===== src/rtl/lsab_pkg.sv =====
// Shared constants and types for the lsab FIFO reader.
// Holds channel selects, data/ancillary widths, read latency and FSM states.
// No logic; imported by the reader and its skid buffer.
package lsab_pkg;

  localparam logic [1:0] LSAB_FIFO_0 = 2'h0;
  localparam logic [1:0] LSAB_FIFO_1 = 2'h1;
  localparam logic [1:0] LSAB_FIFO_2 = 2'h2;
  localparam logic [1:0] LSAB_FIFO_3 = 2'h3;

  localparam int LSAB_DATA_W       = 32;
  localparam int LSAB_ANCILL_W     = 3;
  localparam int LSAB_READ_LATENCY = 2;

  typedef enum logic [1:0] {
    IDLE      = 2'd0,
    RUN       = 2'd1,
    FLUSH     = 2'd2,
    BLOCK_END = 2'd3
  } lsab_state_e;

  // One skid entry: the word plus the block-framing marker carried with it.
  typedef struct packed {
    logic [LSAB_DATA_W-1:0]   data;
    logic                     last;
    logic [LSAB_ANCILL_W-1:0] tag;
  } lsab_word_t;

  // Saturating 16-bit increment for word counters.
  function automatic logic [15:0] lsab_sat_inc(input logic [15:0] v);
    return (v == 16'hffff) ? v : v + 16'd1;
  endfunction

endpackage


===== src/rtl/lsab_reader_skid.sv =====
// Skid buffer for the lsab reader: DEPTH-entry synchronous FIFO of lsab_word_t.
// Latency: a push is visible at the head on the following cycle.
// Backpressure: none internally; the reader's credit scheme keeps pushes below capacity.
module lsab_reader_skid
  import lsab_pkg::*;
#(
  parameter int  DEPTH = 4,
  localparam int AW    = $clog2(DEPTH)
) (
  input  logic       clk,
  input  logic       rst_n,
  input  logic       push,
  input  lsab_word_t push_word,
  input  logic       pop,
  output lsab_word_t head,
  output logic       empty,
  output logic [AW:0] count
);

  lsab_word_t  mem_q [DEPTH];
  lsab_word_t  mem_d [DEPTH];
  logic [AW-1:0] wr_ptr_q, wr_ptr_d;
  logic [AW-1:0] rd_ptr_q, rd_ptr_d;
  logic [AW:0]   count_q, count_d;
  logic          push_ok;
  logic          pop_ok;

  assign empty   = (count_q == '0);
  assign count   = count_q;
  assign head    = mem_q[rd_ptr_q];
  // A push into a full buffer is dropped rather than corrupting the head.
  assign push_ok = push && (count_q != (AW+1)'(DEPTH));
  assign pop_ok  = pop && !empty;

  // Next-state for storage, pointers and occupancy; pointers wrap as DEPTH is a power of two.
  always_comb begin
    mem_d    = mem_q;
    wr_ptr_d = wr_ptr_q;
    rd_ptr_d = rd_ptr_q;
    count_d  = count_q;
    if (push_ok) begin
      mem_d[wr_ptr_q] = push_word;
      wr_ptr_d        = wr_ptr_q + 1'b1;
    end
    if (pop_ok) begin
      rd_ptr_d = rd_ptr_q + 1'b1;
    end
    case ({push_ok, pop_ok})
      2'b10:   count_d = count_q + 1'b1;
      2'b01:   count_d = count_q - 1'b1;
      default: count_d = count_q;
    endcase
  end

  // Storage and pointer registers.
  always_ff @(posedge clk or negedge rst_n) begin
    if (!rst_n) begin
      mem_q    <= '{default: '0};
      wr_ptr_q <= '0;
      rd_ptr_q <= '0;
      count_q  <= '0;
    end else begin
      mem_q    <= mem_d;
      wr_ptr_q <= wr_ptr_d;
      rd_ptr_q <= rd_ptr_d;
      count_q  <= count_d;
    end
  end

endmodule


===== src/rtl/lsab_reader.sv =====
// Consumer end of one lsab FIFO channel: issues READ, realigns INT/ANCILL into LAST/TAG.
// Latency: READ in cycle n gives VALID at n+3 (2-cycle FIFO read plus skid write).
// Backpressure: credits cover skid + in-flight reads, so ACK low halts READ without loss.
// Optional: LSAB_READER_COUNT_EN adds WORD_COUNT (words accepted in the current block).
module lsab_reader
  import lsab_pkg::*;
#(
  parameter logic [1:0] FIFO_SEL = LSAB_FIFO_0,
  parameter int         DEPTH    = 4
) (
  input  logic                     CLK,
  input  logic                     RST,
  input  logic                     ENABLE,
  input  logic                     BLOCK_MODE,
  output logic                     READ,
  output logic [1:0]               READ_FIFO,
  output logic                     CAREOF_INT,
  input  logic [LSAB_DATA_W-1:0]   FIFO_DATA,
  input  logic                     FIFO_EMPTY,
  input  logic                     FIFO_STOP,
  input  logic                     FIFO_INT,
  input  logic [LSAB_ANCILL_W-1:0] FIFO_ANCILL,
  output logic [LSAB_DATA_W-1:0]   DATA,
  output logic                     VALID,
  output logic                     LAST,
  output logic [LSAB_ANCILL_W-1:0] TAG,
  input  logic                     ACK,
  output logic                     BUSY,
  output logic                     DONE
`ifdef LSAB_READER_COUNT_EN
  ,
  output logic [15:0]              WORD_COUNT
`endif
);

  localparam int AW = $clog2(DEPTH);

  lsab_state_e state_q, state_d;
  logic        rd1_q, rd1_d;
  logic        rd2_q, rd2_d;
  logic        int2_q, int2_d;
  logic [LSAB_ANCILL_W-1:0] anc2_q, anc2_d;

  logic          skid_empty;
  logic [AW:0]   skid_count;
  lsab_word_t    skid_head;
  lsab_word_t    push_word;
  logic [AW+1:0] inflight;
  logic          credit_ok;
  logic          marker_hit;
  logic          pop;
  logic          done_c;
  logic          fifo_empty_unused;

  // STOP already accounts for an empty FIFO; EMPTY is informational only.
  assign fifo_empty_unused = FIFO_EMPTY;

  assign READ_FIFO  = FIFO_SEL;
  assign CAREOF_INT = BLOCK_MODE;

  // Words owned by the reader: buffered plus both read-pipeline stages.
  always_comb begin
    inflight = {1'b0, skid_count} + (AW+2)'(rd1_q) + (AW+2)'(rd2_q);
  end

  assign credit_ok  = inflight < (AW+2)'(DEPTH);
  assign READ       = (state_q == RUN) && !FIFO_STOP && credit_ok;
  assign marker_hit = rd1_q && FIFO_INT;
  assign VALID      = !skid_empty;
  assign pop        = VALID && ACK;
  assign DATA       = VALID ? skid_head.data : '0;
  assign LAST       = VALID && skid_head.last;
  assign TAG        = VALID ? skid_head.tag : '0;
  assign BUSY       = (state_q != IDLE);
  assign DONE       = done_c;

  // INT/ANCILL arrive one cycle ahead of the data; carry them down with rd2.
  always_comb begin
    rd1_d  = READ;
    rd2_d  = rd1_q;
    int2_d = marker_hit;
    anc2_d = marker_hit ? FIFO_ANCILL : '0;
  end

  assign push_word = '{data: FIFO_DATA, last: int2_q, tag: anc2_q};

  lsab_reader_skid #(
    .DEPTH (DEPTH)
  ) u_skid (
    .clk       (CLK),
    .rst_n     (RST),
    .push      (rd2_q),
    .push_word (push_word),
    .pop       (pop),
    .head      (skid_head),
    .empty     (skid_empty),
    .count     (skid_count)
  );

  // Control FSM; a block marker takes priority over ENABLE dropping so the block completes.
  always_comb begin
    state_d = state_q;
    done_c  = 1'b0;
    case (state_q)
      IDLE: begin
        if (ENABLE) state_d = RUN;
      end
      RUN: begin
        if (BLOCK_MODE && marker_hit) state_d = BLOCK_END;
        else if (!ENABLE)             state_d = FLUSH;
      end
      FLUSH: begin
        if (!rd1_q && !rd2_q && skid_empty) begin
          done_c  = 1'b1;
          state_d = IDLE;
        end
      end
      BLOCK_END: begin
        if (pop && skid_head.last) begin
          done_c  = 1'b1;
          state_d = ENABLE ? RUN : IDLE;
        end
      end
      default: state_d = IDLE;
    endcase
  end

  // State and read-pipeline registers; reset discards anything in flight.
  always_ff @(posedge CLK or negedge RST) begin
    if (!RST) begin
      state_q <= IDLE;
      rd1_q   <= 1'b0;
      rd2_q   <= 1'b0;
      int2_q  <= 1'b0;
      anc2_q  <= '0;
    end else begin
      state_q <= state_d;
      rd1_q   <= rd1_d;
      rd2_q   <= rd2_d;
      int2_q  <= int2_d;
      anc2_q  <= anc2_d;
    end
  end

`ifdef LSAB_READER_COUNT_EN
  logic [15:0] wcnt_q, wcnt_d;

  // Words accepted in the current block; the LAST word closes the block.
  always_comb begin
    wcnt_d = wcnt_q;
    if (pop) wcnt_d = skid_head.last ? 16'h0 : lsab_sat_inc(wcnt_q);
  end

  // Block word counter register.
  always_ff @(posedge CLK or negedge RST) begin
    if (!RST) wcnt_q <= '0;
    else      wcnt_q <= wcnt_d;
  end

  assign WORD_COUNT = VALID ? lsab_sat_inc(wcnt_q) : 16'h0;
`endif

  // A marker outside the rd1 slot cannot be attached to any word.
  a_int_aligned: assert property (@(posedge CLK) disable iff (!RST) FIFO_INT |-> rd1_q);

endmodule


===== config.mk =====
export PLATFORM = sky130hd
export DESIGN_NAME = lsab_reader
export DESIGN_NICKNAME = d
export VERILOG_FILES = /design/src/rtl/lsab_pkg.sv /design/src/rtl/lsab_reader_skid.sv /design/src/rtl/lsab_reader.sv
export SDC_FILE = /design/constraint.sdc
export NUM_CORES = 1
export LEC_CHECK = 0
export CAP_MARGIN = 20
export CORE_UTILIZATION = 50
export CTS_BUF_LIST = sky130_fd_sc_hd__clkbuf_16
export DETAILED_ROUTE_END_ITERATION = 8
export PLACE_DENSITY = 0.73
export RECOVER_POWER = 50
export SETUP_SLACK_MARGIN = 0.5
export SYNTH_ARGS = -nofsm -noshare
export SYNTH_HDL_FRONTEND = slang
export SYNTH_HIERARCHICAL = 1
export SYNTH_SLANG_ARGS = --single-unit

===== constraint.sdc =====
create_clock -name CLK -period 2.9 [get_ports CLK]
set_input_delay 0.58 -clock CLK [delete_from_list [all_inputs] [get_ports CLK]]
set_output_delay 0.58 -clock CLK [all_outputs]
set_load 0.03 [all_outputs]

### Word level (Yosys, flattened, before mapping)

Cells that the tools add are included.

* add/sub/neg operators: 6
* $lt $le $gt $ge: 4
* equality and inequality tests: 10
* muxes and demuxes: 20
* bitwise operators: 2
* reductions and logical operators: 21

Operators by type and width (count)
* bitwise mux 144 bit: 1
* two-way mux 36 bit: 3
* binary-select mux 36 bit (select 2 bit): 1
* demux 36 bit (select 2 bit): 1
* two-way mux 32 bit: 1
* logical AND 1 bit: 12
* two-way mux 2 bit: 5
* case mux 2 bit (4 select lines): 1
* equality test 2 bit, second input constant: 3
* >= comparator 3 bit, second input constant: 2
* two-way mux 3 bit: 2
* != test 2 bit, second input constant: 3
* inverter 2 -> 3 bit: 2
* case mux 3 bit (2 select lines): 1
* adder 2 x 1 -> 2 bit, second input constant: 2
* adder 3 x 1 -> 4 bit: 1
* adder 4 x 1 -> 4 bit: 1
* equality test 2 x 1 -> 1 bit, second input constant: 2
* logical NOT 1 bit: 4
* less-than comparator 4 x 3 -> 1 bit, second input constant: 1
* AND reduction 4 bit: 1
* nonzero test 2 bit: 2
* adder 3 x 1 -> 3 bit, second input constant: 1
* logical NOT 3 bit: 1
* other kinds (7): 9

* register bits: 159
* bits of input ports: 43
* output and inout bits: 43
* word-level logic and storage cells: 83

### Longest topological paths before layout

Gate-level depths: netlist of the first run.

* depth after elaboration: 7
* depth in mapped cells: 10
* gate-level depth less buffers: 9

### Modules after synthesis

Netlist of the first run, hierarchy kept.

By module, submodules not included
* lsab_reader_skid: times used 1, cells an instance 384, area an instance 6657.6 um2
* lsab_reader: times used 1, cells an instance 74, area an instance 639.4 um2

### Worst setup path before layout of the first run

OpenSTA, ideal clock, no wires.

* path kind: register to output
* start: reg u_skid.rd_ptr_q[0]
* end: out DATA[12]
* arrival: 1.656 ns
* setup slack: 0.664 ns
* stages on the path, launching flop included: 5
* path buffers: 2
* cell sequence: dfrtp_1 buf_2 buf_2 mux4_2 nor2b_1

RTL lines
* from (decl): RTL line lsab_reader_skid.sv:23 `logic [AW-1:0] rd_ptr_q, rd_ptr_d;`
* from (signal assigned): RTL line lsab_reader_skid.sv:65 `rd_ptr_q <= rd_ptr_d;`
* to (decl): RTL line lsab_reader.sv:23 `output logic [LSAB_DATA_W-1:0] DATA,`

==> flow_metrics.env, run 1 <==
export IMPL_antenna_found_initial=0
export IMPL_dr_pass1_iters=4
export IMPL_start_kind="register"
export IMPL_syn_area_per_cell_sq_um=15.9
export IMPL_end_kind="output pin"
export IMPL_portBuffers=82
export IMPL_r2r_start="u_skid/count[0]"
export IMPL_min_path_type="register to register"
export IMPL_path_class="register to output pin"
export IMPL_drive_gt1_frac=0.472
export IMPL_row_count=43
export IMPL_async_flop_share=1.00
export IMPL_vdd_drop_max_uv=908
export IMPL_grt_pass1_vias=4462
export IMPL_vias=4159
export IMPL_cp_required_ps=2320
export IMPL_grt_first_pass_wirelength_um=23400
export IMPL_syn2layout_area_growth_pct=24.9
export IMPL_failed_checks="max-capacitance violations, max-slew violations"
export IMPL_vias_per_cell=5.47
export IMPL_rsz0062_at_grt="true"
export IMPL_arrival_ps=2160
export IMPL_grt_max_degree=74
export IMPL_fin_tns_setup_ps=0
export IMPL_period_share=0.943
export IMPL_holdWs_ps=499
export IMPL_final_setup_skew_ps=5.30
export IMPL_drv_slew=74
export IMPL_synth_seq_cells=159
export IMPL_synth_top_cells_by_area="dfrtp_1, mux2_2, mux4_2"
export IMPL_wire_per_inst_um=19.2
export IMPL_grt_use_total=0.211
export IMPL_drc=0
export IMPL_timing_rr_end="u_skid/mem_q[47]"
export IMPL_synth_edf_count=0
export IMPL_max_freq_mhz=366
export IMPL_postRouteAntennaNets=0
export IMPL_finalSetupViolCount=0
export IMPL_gr_total_overflow=0
export IMPL_clockBufferDepth=2
export IMPL_drtIter0Drc=172
export IMPL_numClockSinks=159
export IMPL_tightestPinTransition_ps=1830
export IMPL_final_common_cell="dfrtp_1"
export IMPL_syn_inst=458
export IMPL_r2r_cells=5
export IMPL_leakage_nw=4.29
export IMPL_clk_latency_ps=410
export IMPL_cp_startpoint="u_skid/rd_ptr_q[0]"
export IMPL_die_w_um=123
export IMPL_cts_tree="yes"
export IMPL_yosysSeqAreaShare=0.545
export IMPL_synth_largest_area_cell="dfrtp_1"
export IMPL_gp_congestion=0.700
export IMPL_io_pins=86
export IMPL_critPathCapture="DATA[2]"
export IMPL_status="finished, violations left"
export IMPL_core_sq_um=14000
export IMPL_htreeDepth=4
export IMPL_postRouteWirelength_um=14600
export IMPL_p_per_area_nw_per_um2=1110
export IMPL_hold_viol=0
export IMPL_start_util=0.520
export IMPL_period_minus_slack_ps=2740
export IMPL_final_cell_mix="dfrtp_1, mux2_2, clkdlybuf4s50_1"
export IMPL_synth_top_cell_area_share=0.545
export IMPL_die_h_um=123
export IMPL_cp_max_fo=22
export IMPL_slew_headroom=-0.217
export IMPL_cts_hold_buf=0
export IMPL_nets=617
export IMPL_clkTransAtPathRegs_ps=60
export IMPL_ys_warn_count=6
export IMPL_ys_flop_type="dfrtp_1"
export IMPL_synthesis_area_sq_um=7300
export IMPL_max_cap_violations=1
export IMPL_ff2ff_setup_slack_ps=260
export IMPL_place_area_sq_um=8300
export IMPL_numCtsBuffers=17
export IMPL_die_area_sq_um=15100
export IMPL_cts_root_buf="clkbuf_16"
export IMPL_diodes=0
export IMPL_dp_hpwl_um=8940
export IMPL_finalInstanceArea_sq_um=9110
export IMPL_yosysUniqueCellTypes=36
export IMPL_min_path_cells=1
[cell usage after synthesis, types with 4 or more instances]
library cell and n:
ha_1 6, nand2_1 5, inv_1 6, dfrtp_1 159, buf_2 8, mux4_2 36
buf_6 4, clkbuf_8 8, mux2_2 145, nor2b_1 38, nor2_2 4
[worst min-delay path by stage]
stage / start / to / slack, ps
2_1_floorplan: RST / anc2_q[0] / 280
3_3_place_gp: rd1_q / rd2_q / 480
3_5_place_dp: u_skid/mem_q[49] / u_skid/mem_q[49] / 490
4_1_cts: RST / u_skid/mem_q[118] / 200
5_1_grt: u_skid/mem_q[24] / u_skid/mem_q[24] / 510
6_report: u_skid/mem_q[37] / u_skid/mem_q[37] / 500
[logic make-up (layout without fill, tap and decap cells)]
| kind of cell | Yosys count | in the layout | synth area share |
|---|---|---|---|
| DFF | 159 | 159 | 0.545 |
| and+or+nand+nor | 62 | 62 | 0.0533 |
| muxes | 184 | 184 | 0.339 |
| buffers and inverters | 33 | 154 | 0.0350 |
| other | 1 | 2 | 0.000514 |
| adders and majority gates | 7 | 7 | 0.0130 |
| xor gates and xnor gates | 6 | 6 | 0.00720 |
| AOI/OAI and AO/OA | 6 | 6 | 0.00669 |
[stage by stage]
step                      setup WS [ps]  cells  total power [mW]  utilization
after floorplan                     664    459              6.20            -
after CTS                           166    752              9.95        0.641
final                               164    760              10.1        0.649
after global routing               80.7    760              10.6        0.649
after detailed placement            293    709              7.58        0.591
after global placement              342    709              7.42        0.591
[state kept, by name, summed over array words and instances (netlist names)]
signal           cells
u_skid/rd_ptr_q      2
anc2_q               3
u_skid/wr_ptr_q      2
u_skid/mem_q       144
rd1_q                1
u_skid/count         3
rd2_q                1
state_q              2
int2_q               1
[power by group]
part | internal (mW) | switching [mW] | leakage [nW]
Sequential | 3.02 | 0.460 | 2.09
Combinational | 2.30 | 1.95 | 1.90
Clock | 1.51 | 0.841 | 0.300
Total | 6.82 | 3.25 | 4.29
[cell type report]
cell class | count | area [sq um]
fillers | 995 | 4930
flip-flops and latches | 159 | 3980
multi-input cells | 267 | 3120
repair buffers | 116 | 1140
clock buffers | 17 | 425
well taps | 180 | 225
clock inverters | 15 | 199
inverters | 6 | 22.5
[worst max-delay path, stage by stage, from the launching register on]
cell and delay, ps:
dfrtp_1 430, buf_12 250, mux4_2 540, nor2b_1 160, dlygate4sd2_1 360
[repair_timing]
item,in CTS,in global routing
endpoints found under the setup margin,39,40
pin swaps,0,2
endpoints found under the hold margin,0,0
gates resized for setup,99,44
buffers inserted,11,8
[metal layers]
layer  part of all wire  vias to the layer above  track usage
met4             0.0053                        0       0.0556
met2               0.51                      106        0.347
met3              0.048                        6       0.0553
met1               0.44                     2172        0.279
li1                   -                     1875            -
met5                  0                        -            0
Power figures use the tool's default switching activity.
==> run 2: changes to the inputs <==
--- a/config.mk
+++ b/config.mk
@@ -6,6 +6,7 @@
 export NUM_CORES = 1
 export LEC_CHECK = 0
 export CAP_MARGIN = 20
+export CORE_MARGIN = 1.5
 export CORE_UTILIZATION = 50
 export CTS_BUF_LIST = sky130_fd_sc_hd__clkbuf_16
 export DETAILED_ROUTE_END_ITERATION = 8
==> constraint.sdc (replaced) <==
create_clock -name CLK -period 2.9 [get_ports CLK]
set_input_delay 0.58 -clock CLK [delete_from_list [all_inputs] [get_ports CLK]]
set_output_delay 0.58 -clock CLK [all_outputs]
set_load 0.1 [all_outputs]
==> run 2 against run 1 <==
  * The run now ends clean
  * Clock skew rose by 2.3 ps
  * Critical path depth rose by 1
  * Routed wire length rose by 11%
  * Sequential cell count did not move
  * Cell count rose by 0.66%
  * Non-clock buffer count rose by 5
  * Via count rose by 2.4%
  * Sequential share of layout area fell by 3.6 points
  * Clock-buffer cell count did not move
  * Final area rose by 9.0%
  * Critical path type unchanged
  * Largest cell class unchanged
==> flow_metrics.env, run 2 (synthesis results as in run 1) <==
export IMPL_core_sq_um=14000
export IMPL_start_kind="register"
export IMPL_grt_max_degree=72
export IMPL_final_common_cell="dfrtp_1"
export IMPL_start_util=0.520
export IMPL_htreeDepth=4
export IMPL_max_freq_mhz=380
export IMPL_syn2layout_area_growth_pct=36.1
export IMPL_seq_area_sq_um=3990
export IMPL_grt_pass1_vias=4635
export IMPL_slowest_delay_ps=560
export IMPL_final_cell_mix="dfrtp_1, mux2_2, buf_12"
export IMPL_gp_congestion=0.756
export IMPL_gr_total_overflow=0
export IMPL_cts_root_buf="clkbuf_16"
export IMPL_clockBufferDepth=2
export IMPL_period_minus_slack_ps=2630
export IMPL_die_area_sq_um=15300
export IMPL_rsz0062_at_grt="true"
export IMPL_max_cap_violations=0
export IMPL_fin_tns_setup_ps=0
export IMPL_final_setup_skew_ps=7.60
export IMPL_crit_chain="mux4_2 > and3b_2 > mux2i_4 > nor2b_4 > buf_12"
export IMPL_cts_hold_buf=0
export IMPL_status="finished, final reports clean"
export IMPL_min_path_type="primary input to async pin"
export IMPL_cts_tree="yes"
export IMPL_die_w_um=124
export IMPL_place_area_sq_um=8920
export IMPL_critPathSlowestCell="mux4_2"
export IMPL_drv_slew=0
export IMPL_top_register="u_skid/mem_q"
export IMPL_end_kind="output pin"
export IMPL_cp_max_fo=4
export IMPL_tightestPinTransition_ps=1400
export IMPL_nets=622
export IMPL_nFillCells=920
export IMPL_dp_hpwl_um=9280
export IMPL_grt_use_total=0.223
export IMPL_diodes=0
export IMPL_drive_gt1_frac=0.585
export IMPL_postRouteWirelength_um=16200
export IMPL_drc=0
export IMPL_row_count=43
export IMPL_hold_viol=0
export IMPL_antenna_found_initial=0
export IMPL_vias_per_cell=5.56
export IMPL_period_share=0.908
export IMPL_arrival_ps=2050
export IMPL_largest_register_ffs=144
export IMPL_numCtsBuffers=17
export IMPL_crit_family="multiplexers"
export IMPL_drtIter0Drc=223
export IMPL_cp_required_ps=2320
export IMPL_postLayoutCoreUtil=0.707
export IMPL_slew_headroom=0.0693
export IMPL_io_pins=86
export IMPL_finalSetupViolCount=0
export IMPL_clk_latency_ps=420
export IMPL_numClockSinks=159
export IMPL_die_h_um=124
export IMPL_path_class="register to output pin"
export IMPL_crit_buf_inv=1
export IMPL_dr_pass1_iters=4
export IMPL_vias=4257
export IMPL_grt_first_pass_wirelength_um=25000
export IMPL_clkTransAtPathRegs_ps=60
export IMPL_finalInstanceArea_sq_um=9930
export IMPL_multi_input_area_sq_um=3390
export IMPL_postRouteAntennaNets=0
export IMPL_portBuffers=82
export IMPL_wire_per_inst_um=21.2
==> run 2: final timing paths <==
| check | endpoint | startpoint | slack (ps) | cells past startpoint |
|---|---|---|---|---|
| max in group asynchronous | state_q[1] | RST | 620 | 2 |
| min in group CLK | u_skid/mem_q[10] | u_skid/mem_q[10] | 500 | 1 |
| worst min register to register | u_skid/mem_q[10] | u_skid/mem_q[10] | 500 | 1 |
| worst min-delay path | u_skid/mem_q[114] | RST | 470 | 1 |
| worst max register to register | u_skid/count[2] | u_skid/count[0] | 520 | 10 |
| worst max-delay path | DONE | u_skid/rd_ptr_q[0] | 270 | 5 |
==> run 2: layout make-up <==
type                            instances  area share
Sequential cell                       159       0.401
Multi-Input combinational cell        267       0.341
Timing Repair Buffer                  121       0.171
Clock buffer                           17      0.0428
Tap cell                              180      0.0227
Clock inverter                         15      0.0195
Inverter                                6     0.00227
==> run 2: what timing repair did <==
item,CTS,global route
resized for setup,15,15
buffers inserted,12,6
cloned,3,3
setup endpoints to repair,38,38
pin swaps,3,3
==> run 2: through the flow <==
step	setup WS [ps]	hold slack, ps	std cells
6_report	268	471	765
5_1_grt	157	512	765
4_1_cts	256	122	756
3_5_place_dp	347	491	709
3_3_place_gp	407	483	709
2_1_floorplan	80.4	284	459
==> run 2: layer usage <==
metal,GRT usage,wire [um],vias to the layer above
met3,0.0476,526,11
li1,-,-,1893
met2,0.355,8370,82
met5,0,0,-
met4,0.0582,126,0
met1,0.313,7210,2271
Power of run 2 is not shown: default switching activity piles up to over one toggle a cycle in this logic, so the estimate is an artifact.
==> run 3: changes to the inputs <==
--- a/config.mk
+++ b/config.mk
@@ -6,10 +6,11 @@
 export NUM_CORES = 1
 export LEC_CHECK = 0
 export CAP_MARGIN = 20
-export CORE_MARGIN = 1.5
+export CORE_MARGIN = 3
 export CORE_UTILIZATION = 50
 export CTS_BUF_LIST = sky130_fd_sc_hd__clkbuf_16
 export DETAILED_ROUTE_END_ITERATION = 8
+export GPL_ROUTABILITY_DRIVEN = 0
 export PLACE_DENSITY = 0.73
 export RECOVER_POWER = 50
 export SETUP_SLACK_MARGIN = 0.5
@@ -17,3 +18,4 @@
 export SYNTH_HDL_FRONTEND = slang
 export SYNTH_HIERARCHICAL = 1
 export SYNTH_SLANG_ARGS = --single-unit
+export TNS_END_PERCENT = 30
==> run 3 against run 2 <==
  * The flow now finishes with violations (max-capacitance violations, max-slew violations)
  * Maximum frequency about the same
  * Register-to-register slack got worse by 180 ps
  * Critical path depth unchanged
  * Hold slack gained 28 ps
  * Critical path type unchanged
  * Critical endpoint unchanged
==> flow_metrics.env, run 3 (synthesis results as in run 1) <==
export IMPL_status="finished, violations left"
export IMPL_failed_checks="max-capacitance violations, max-slew violations"
export IMPL_met2_usage=0.336
export IMPL_drive_gt1_frac=0.557
export IMPL_min_path_type="register to register"
export IMPL_start_util=0.518
export IMPL_die_h_um=127
export IMPL_max_freq_mhz=380
export IMPL_core_sq_um=14100
export IMPL_top_register="u_skid/mem_q"
export IMPL_top_usage_layer="met2"
export IMPL_path_class="register to output pin"
export IMPL_drtIter0Drc=259
export IMPL_cp_startpoint="u_skid/rd_ptr_q[0]"
export IMPL_finalInstanceArea_sq_um=9600
export IMPL_cts_tree="yes"
export IMPL_min_path_cells=1
export IMPL_cts_hold_buf=0
export IMPL_die_w_um=127
export IMPL_antenna_found_initial=0
export IMPL_syn2layout_area_growth_pct=31.5
export IMPL_portBuffers=82
export IMPL_clk_latency_ps=420
export IMPL_period_share=0.907
export IMPL_numClockSinks=159
export IMPL_start_kind="register"
export IMPL_cp_required_ps=2320
export IMPL_tightestPinTransition_ps=1820
export IMPL_dr_pass1_iters=4
export IMPL_final_setup_skew_ps=7.81
export IMPL_period_minus_slack_ps=2630
export IMPL_largest_register_ffs=144
export IMPL_dp_hpwl_um=9450
export IMPL_clkTransAtPathRegs_ps=60
export IMPL_row_count=43
export IMPL_vias_per_cell=5.58
export IMPL_grt_max_degree=72
export IMPL_holdPathEnd="u_skid/mem_q[55]"
export IMPL_arrival_ps=2050
export IMPL_r2r_cells=5
export IMPL_globalRouteMet1Util=0.267
export IMPL_postRouteAntennaNets=0
export IMPL_end_kind="output pin"
export IMPL_drc=0
export IMPL_grtUsageMet3=0.0501
export IMPL_hold_viol=0
export IMPL_fin_tns_setup_ps=0
export IMPL_gr_total_overflow=0
export IMPL_die_area_sq_um=16100
export IMPL_place_area_sq_um=8820
export IMPL_grt_use_total=0.203
export IMPL_cts_root_buf="clkbuf_16"
export IMPL_final_common_cell="dfrtp_1"
export IMPL_rsz0062_at_grt="true"
export IMPL_drv_slew=72
export IMPL_r2r_start="u_skid/count[2]"
export IMPL_holdWs_ps=499
export IMPL_htreeDepth=4
export IMPL_diodes=0
export IMPL_clockBufferDepth=2
export IMPL_timing_rr_end="u_skid/mem_q[37]"
export IMPL_grt_first_pass_wirelength_um=25200
export IMPL_nets=612
export IMPL_cp_max_fo=5
export IMPL_slew_headroom=-0.214
export IMPL_ff2ff_setup_slack_ps=340
export IMPL_max_cap_violations=1
export IMPL_finalSetupViolCount=0
export IMPL_postRouteWirelength_um=15100
export IMPL_io_pins=86
export IMPL_numCtsBuffers=17
export IMPL_final_cell_mix="dfrtp_1, mux2_2, buf_12"
export IMPL_hold_start="u_skid/mem_q[55]"
export IMPL_vias=4204
export IMPL_wire_per_inst_um=20.0
export IMPL_grt_pass1_vias=4823
## run 3: cell types whose count changed in the layout (fill, tap and decap cells not counted), moves of 2 or more
cell / change
buf_12: -4
clkbuf_16: -2
dfrtp_1: +3
nor2b_4: -18
buf_6: -2
nor2b_2: +16
inv_1: +2
nor2b_1: +2
dfrtp_2: -3
buf_4: -2
## run 3: per-layer routing
| layer | vias up | wire length, um |
|---|---|---|
| met1 | 2229 | 6600 |
| li1 | 1872 | - |
| met2 | 87 | 7720 |
| met4 | 0 | 159 |
| met3 | 16 | 629 |
| met5 | - | 0 |
## run 3: how the worst max path moves through the flow
stage                            to  slack, ps  depth (start not counted)
floorplan                   DATA[0]         80                          3
global placement    u_skid/count[2]        390                          9
detailed placement  u_skid/count[2]        360                          9
CTS                            DONE        270                          5
global route                   DONE        190                          5
finish                         DONE        270                          5
## run 3: metrics by stage
step                setup slack (ps)  instances   util
floorplan                       80.4        459      -
global placement                 394        712  0.625
detailed placement               363        712  0.625
CTS                              271        753  0.682
global route                     190        754  0.681
finish                           269        754  0.681
## run 3: cell type report
type                            count  area, sq um
Timing Repair Buffer              111         1500
Clock buffer                       17          425
Multi-Input combinational cell    267         3270
Sequential cell                   159         3980
Fill cell                         962         4500
Clock inverter                     14          176
Tap cell                          180          225
Inverter                            6         22.5
## run 3: repair_timing
action / in CTS / in global routing
setup endpoints to repair: 37 / 39
resized for setup: 20 / 1
cloned: 2 / 1
pin swaps: 1 / 0
hold endpoints to repair: 0 / 0
buffers inserted: 8 / 0
## run 3: worst max-delay path, cell delays in order, from the launching register on
cell	delay, ps
dfrtp_2	420
mux4_2	570
and3b_2	250
mux2i_4	160
nor2b_4	60
buf_12	160
Power of run 3 is left out for the same reason.
